File: src/rtl/slave_out_port_pkg.sv
// Shared definitions for the slave serial transmit port: FSM state encoding and default widths.
package slave_out_port_pkg;

   localparam int DefDataLen  = 8;
   localparam int DefBurstLen = 12;

   typedef enum logic [1:0] {
      StIdle  = 2'b00,
      StValid = 2'b01,
      StSend  = 2'b10
   } state_e;

endpackage

File: src/rtl/slave_out_port_piso.sv
// Parallel-in serial-out shifter: LSB-first, serial bit is the register LSB so the output is registered.
module SlaveOutPortPiso
   import slave_out_port_pkg::*;
#(
   parameter int DATA_LEN = DefDataLen,
   localparam int CntW    = $clog2(DATA_LEN)
) (
   input  logic                clk,
   input  logic                reset,
   input  logic                load_i,
   input  logic                shift_i,
   input  logic                clear_i,
   input  logic [DATA_LEN-1:0] data_i,
   output logic                serial_o,
   output logic [CntW-1:0]     bitCnt_o
);

   logic [DATA_LEN-1:0] shiftReg_q, shiftReg_d;
   logic [CntW-1:0]     bitCnt_q, bitCnt_d;

   // Clear wins so the line returns to 0 when a burst ends.
   always_comb begin
      shiftReg_d = shiftReg_q;
      bitCnt_d   = bitCnt_q;
      if (clear_i) begin
         shiftReg_d = '0;
         bitCnt_d   = '0;
      end else if (load_i) begin
         shiftReg_d = data_i;
         bitCnt_d   = '0;
      end else if (shift_i) begin
         shiftReg_d = shiftReg_q >> 1;
         bitCnt_d   = bitCnt_q + 1'b1;
      end
   end

   always_ff @(posedge clk or negedge reset) begin
      if (!reset) begin
         shiftReg_q <= '0;
         bitCnt_q   <= '0;
      end else begin
         shiftReg_q <= shiftReg_d;
         bitCnt_q   <= bitCnt_d;
      end
   end

   assign serial_o = shiftReg_q[0];
   assign bitCnt_o = bitCnt_q;

endmodule

File: src/rtl/slave_out_port.sv
// Serial transmit side of the slave port: valid/ready handshake per word, then DATA_LEN bits LSB first.
module slave_out_port
   import slave_out_port_pkg::*;
#(
   parameter int DATA_LEN  = DefDataLen,
   parameter int BURST_LEN = DefBurstLen
) (
   input  logic                 clk,
   input  logic                 reset,
   input  logic                 start,
   input  logic [BURST_LEN-1:0] burst_num,
   input  logic [DATA_LEN-1:0]  data_in,
   output logic                 word_taken,
   output logic                 busy,
   output logic                 tx_done,
   output logic                 tx_data,
   output logic                 slave_valid,
   input  logic                 master_ready
);

   localparam int              CntW    = $clog2(DATA_LEN);
   localparam logic [CntW-1:0] LastBit = CntW'(DATA_LEN - 1);

   state_e               state_q, state_d;
   logic [BURST_LEN-1:0] burstLat_q, burstLat_d;
   logic [BURST_LEN-1:0] wordCnt_q, wordCnt_d;
   logic                 slaveValid_q, slaveValid_d;
   logic                 busy_q, busy_d;
   logic                 wordTaken_q, wordTaken_d;
   logic                 txDone_q, txDone_d;
   logic                 pisoLoad, pisoShift, pisoClear;
   logic [CntW-1:0]      bitCnt;
   logic                 serialBit;

   SlaveOutPortPiso #(.DATA_LEN(DATA_LEN)) uPiso (
      .clk      (clk),
      .reset    (reset),
      .load_i   (pisoLoad),
      .shift_i  (pisoShift),
      .clear_i  (pisoClear),
      .data_i   (data_in),
      .serial_o (serialBit),
      .bitCnt_o (bitCnt)
   );

   // The handshake edge itself carries bit 0, so it already shifts bit 1 onto the line.
   always_comb begin
      state_d      = state_q;
      burstLat_d   = burstLat_q;
      wordCnt_d    = wordCnt_q;
      slaveValid_d = slaveValid_q;
      busy_d       = busy_q;
      wordTaken_d  = 1'b0;
      txDone_d     = 1'b0;
      pisoLoad     = 1'b0;
      pisoShift    = 1'b0;
      pisoClear    = 1'b0;
      case (state_q)
         StIdle: begin
            if (start) begin
               pisoLoad     = 1'b1;
               slaveValid_d = 1'b1;
               burstLat_d   = burst_num;
               wordCnt_d    = '0;
               busy_d       = 1'b1;
               state_d      = StValid;
            end
         end
         StValid: begin
            if (master_ready) begin
               pisoShift    = 1'b1;
               slaveValid_d = 1'b0;
               wordTaken_d  = 1'b1;
               state_d      = StSend;
            end
         end
         StSend: begin
            if (bitCnt != LastBit) begin
               pisoShift = 1'b1;
            end else if (wordCnt_q == burstLat_q) begin
               pisoClear    = 1'b1;
               slaveValid_d = 1'b0;
               busy_d       = 1'b0;
               txDone_d     = 1'b1;
               state_d      = StIdle;
            end else begin
               pisoLoad     = 1'b1;
               slaveValid_d = 1'b1;
               wordCnt_d    = wordCnt_q + 1'b1;
               state_d      = StValid;
            end
         end
         default: begin
            pisoClear    = 1'b1;
            slaveValid_d = 1'b0;
            busy_d       = 1'b0;
            wordCnt_d    = '0;
            burstLat_d   = '0;
            state_d      = StIdle;
         end
      endcase
   end

   always_ff @(posedge clk or negedge reset) begin
      if (!reset) begin
         state_q      <= StIdle;
         burstLat_q   <= '0;
         wordCnt_q    <= '0;
         slaveValid_q <= 1'b0;
         busy_q       <= 1'b0;
         wordTaken_q  <= 1'b0;
         txDone_q     <= 1'b0;
      end else begin
         state_q      <= state_d;
         burstLat_q   <= burstLat_d;
         wordCnt_q    <= wordCnt_d;
         slaveValid_q <= slaveValid_d;
         busy_q       <= busy_d;
         wordTaken_q  <= wordTaken_d;
         txDone_q     <= txDone_d;
      end
   end

   assign tx_data     = serialBit;
   assign slave_valid = slaveValid_q;
   assign busy        = busy_q;
   assign word_taken  = wordTaken_q;
   assign tx_done     = txDone_q;

endmodule

File: config.mk
export PLATFORM = sky130hd
export DESIGN_NAME = slave_out_port
export DESIGN_NICKNAME = d
export VERILOG_FILES = /design/src/rtl/slave_out_port_pkg.sv /design/src/rtl/slave_out_port_piso.sv /design/src/rtl/slave_out_port.sv
export SDC_FILE = /design/constraint.sdc
export NUM_CORES = 1
export LEC_CHECK = 0
export ABC_AREA = 0
export CORE_MARGIN = 1
export CORE_UTILIZATION = 50
export CTS_CLUSTER_SIZE = 20
export DETAILED_ROUTE_END_ITERATION = 8
export HOLD_SLACK_MARGIN = 0.15
export PLACE_DENSITY = 0.74
export SYNTH_ARGS = -nofsm -noshare
export SYNTH_HDL_FRONTEND = slang
export SYNTH_SLANG_ARGS = --single-unit
File: constraint.sdc
create_clock -name clk -period 2.3 [get_ports clk]
set_input_delay 0.23 -clock clk [delete_from_list [all_inputs] [get_ports clk]]
set_output_delay 0.23 -clock clk [all_outputs]
set_load 0.02 [all_outputs]
==> flow_metrics.py <==
metrics = {
    "status": {
        "status": "finished, final reports clean",
    },
    "floorplanning": {
        "io_pins": 29,
        "die_h_um": 67.36,
        "core.rowCount": 23,
        "core_area_um2": 4058,
        "dieArea_um2": 4537,
        "fp.dieW_um": 67.36,
        "start_util_pct": 52.64,
    },
    "synth": {
        "postSynthNetCount": 233,
        "syn_inst": 202,
        "syn-cell-area_um2": 2136,
        "synth_top_area_share_pct": 48.04,
        "ys.flop_type": "dfrtp_1",
        "synth_area_leader_cell": "dfrtp_1",
        "yosysMostFrequentCell": "dfrtp_1",
        "synth-edff-count": 0,
        "ys_seq_area_share_pct": 48.04,
        "synth.avg_cell_area_um2": 10.57,
        "synthTopCellsByArea": "dfrtp_1 48%, a22o_1 5.3%, xnor2_1 4.9%",
        "synth_common_cells": "41 x dfrtp_1, 17 x nand2_1, 13 x a22o_1, 12 x xnor2_1, 11 x nor2_1",
        "ys_warn_count": 0,
        "ys_seq_elements": 41,
        "synth_cell_types": 39,
        "async_reset_ff_share_pct": 100.0,
    },
    "critical_path": {
        "crit_type": "register to register",
        "crit_required_ns": 2.43,
        "end_kind": "register",
        "arrival_ns": 2.38,
        "startpoint_type": "register",
        "crit_fanout": 9,
    },
    "final_layout": {
        "n_antenna_cell": 0,
        "fillers": 335,
        "utilization_pct": 64.88,
        "nNetsFinal": 273,
        "syn2layout_area_growth_pct": 23.26,
        "layout-drive-gt1-share_pct": 13.17,
        "fin_cells": 293,
    },
    "grt": {
        "grt_max_degree": 42,
        "antenna_found_initial": 0,
        "grt_usage_pct": 22.67,
        "grt_pass1_vias": 1702,
        "grt_pass1_wl_um": 7507,
        "gr-max-usage-layer": "met2",
        "grt_util_met3_pct": 5.236,
        "grt_use_met2_pct": 38.50,
        "grt_overflow_total": 0,
        "use_met1_pct": 26.24,
    },
    "routing": {
        "drc": 0,
        "ant_nets": 0,
        "drt-vias-per-instance": 6.051,
        "vias": 1773,
        "drt-initial-drc-count": 105,
        "wl_per_cell_um": 16.18,
        "wirelength_um": 4741,
        "dr.pass1.iters": 4,
    },
    "sta": {
        "hold_slack_ns": 0.4889,
        "finalCritPeriodShare_pct": 97.49,
        "hold_viol_final": 0,
        "worstMarginPinSlew_ns": 0.8893,
        "period_minus_slack_ns": 2.242,
        "fmax_mhz": 446.0,
        "rsz0062_at_grt": "false",
        "skew_ns": 0.004715,
        "max_slew_margin_pct": 40.72,
        "fin_setup_tns_ns": 0,
        "slew_violations": 0,
        "setup_viol": 0,
    },
    "clocking": {
        "cts_buffer_depth": 2,
        "tritoncts": "done",
        "h-tree-depth": 2,
        "clock_latency_ns": 0.29,
        "cts_root_buf": "clkbuf_8",
        "cts_inserted_buffers": 5,
        "clk_pin_slew_ns": 0.08,
        "cts.sinks": 41,
    },
    "power_and_ir_drop": {
        "leakage_uw": 0.001099,
        "power.density_nw_per_um2": 1156,
        "ir_worst_vdd_mv": 0.7305,
    },
    "run": {
        "max_cap_viol_count": 0,
    },
    "placed_design": {
        "dp.final_hpwl_um": 3257,
        "dp.cells": 280,
        "portBuffers": 28,
        "place_congestion": 0.8770,
    },
    "min_path": {
        "hp-class": "input pin to register",
    },
}
[metrics by stage]
| step | cell area, um2 | power [uW] | setup slack (ns) |
|---|---|---|---|
| detailed placement | 2486 | 2513 | 0.09827 |
| finish | 2633 | 3042 | 0.05763 |
| floorplan | 2136 | 2075 | 0.2823 |
| global route | 2633 | 3237 | 0.002663 |
| global placement | 2486 | 2477 | 0.1921 |
| CTS | 2579 | 2976 | 0.07768 |
[power by group]
part	switching [uW]	leakage, uW	internal (uW)
combinational	906	0.000503	633
clock	240	0.0000450	210
sequential	135	0.000550	918
total	1280	0.00110	1760
[cells by family after synthesis]
family | share of synthesized area (%)
adders and majority gates | 4.101
AOI/OAI and AO/OA | 22.26
xor gates and xnor gates | 4.921
DFF | 48.04
and+or+nand+nor | 15.41
buffers and inverters | 3.808
muxes | 1.465
[cell type report]
type / instances / area [um2] / area share (%)
Sequential cell: 41 / 1026 / 38.97
Multi-Input combinational cell: 146 / 1060 / 40.26
Clock inverter: 2 / 10.01 / 0.3802
Clock buffer: 6 / 72.57 / 2.757
Timing Repair Buffer: 41 / 375.4 / 14.26
Tap cell: 50 / 62.56 / 2.376
Inverter: 7 / 26.28 / 0.9981
[registers in the layout, indices dropped and copies added, names as in the netlist]
register          cells
busy                  1
tx_done               1
wordCnt_q            12
uPiso.shiftReg_q      8
slave_valid           1
uPiso.bitCnt_o        3
burstLat_q           12
state_q               2
word_taken            1
[cells in the final DEF, fill, tap and decap left out, types with 2 or more instances in the layout]
master / instances
dfrtp_1: 41
clkdlybuf4s50_1: 27
nand2_1: 17
a22o_1: 13
xnor2_1: 12
buf_4: 12
nor2_1: 11
a22oi_1: 9
nand4_1: 8
a21oi_1: 8
o2bb2ai_1: 8
inv_1: 7
nand3_1: 7
o21ai_0: 7
ha_1: 6
o31ai_1: 5
clkbuf_8: 5
or4_1: 3
nor3_1: 3
o311ai_0: 3
and2_1: 2
or3_1: 2
o22ai_1: 2
or3_2: 2
mux2i_1: 2
o211ai_1: 2
clkinv_2: 2
[routing by layer]
layer  vias up  share of wire (%)
li1        847                  -
met1       864                 45
met2        49                 48
met3        13                4.0
met4         0                3.1
met5         -                  0
[worst paths after layout]
check | from | endpoint | slack (ns) | cells past startpoint
setup / recovery | state_q[0]$_DFFE_PN0P_ | wordCnt_q[2]$_DFFE_PN0P_ | 0.06 | 6
hold / removal | data_in[1] | uPiso.shiftReg_q[1]$_DFFE_PN0P_ | 0.49 | 2
setup reg to reg | state_q[0]$_DFFE_PN0P_ | wordCnt_q[2]$_DFFE_PN0P_ | 0.06 | 6
hold reg to reg | slave_valid$_DFFE_PN0P_ | slave_valid$_DFFE_PN0P_ | 0.50 | 2
max in group asynchronous | reset | wordCnt_q[0]$_DFFE_PN0P_ | 1.14 | 2
min in group asynchronous | reset | burstLat_q[11]$_DFFE_PN0P_ | 0.60 | 2
[critical path, stage by stage, from the launching register on]
cell	delay, ns
dfrtp_1	0.38
inv_1	0.07
ha_1	0.26
and2b_2	0.27
or3_2	0.53
o311ai_0	0.36
o21ai_0	0.21
[repair_timing]
action	in CTS	in global routing
endpoints found under the hold margin	41	0
gates resized for setup	0	3
hold buffers	1	0
buffers inserted	0	3
setup endpoints to repair	0	7
Power figures use the tool's default switching activity.
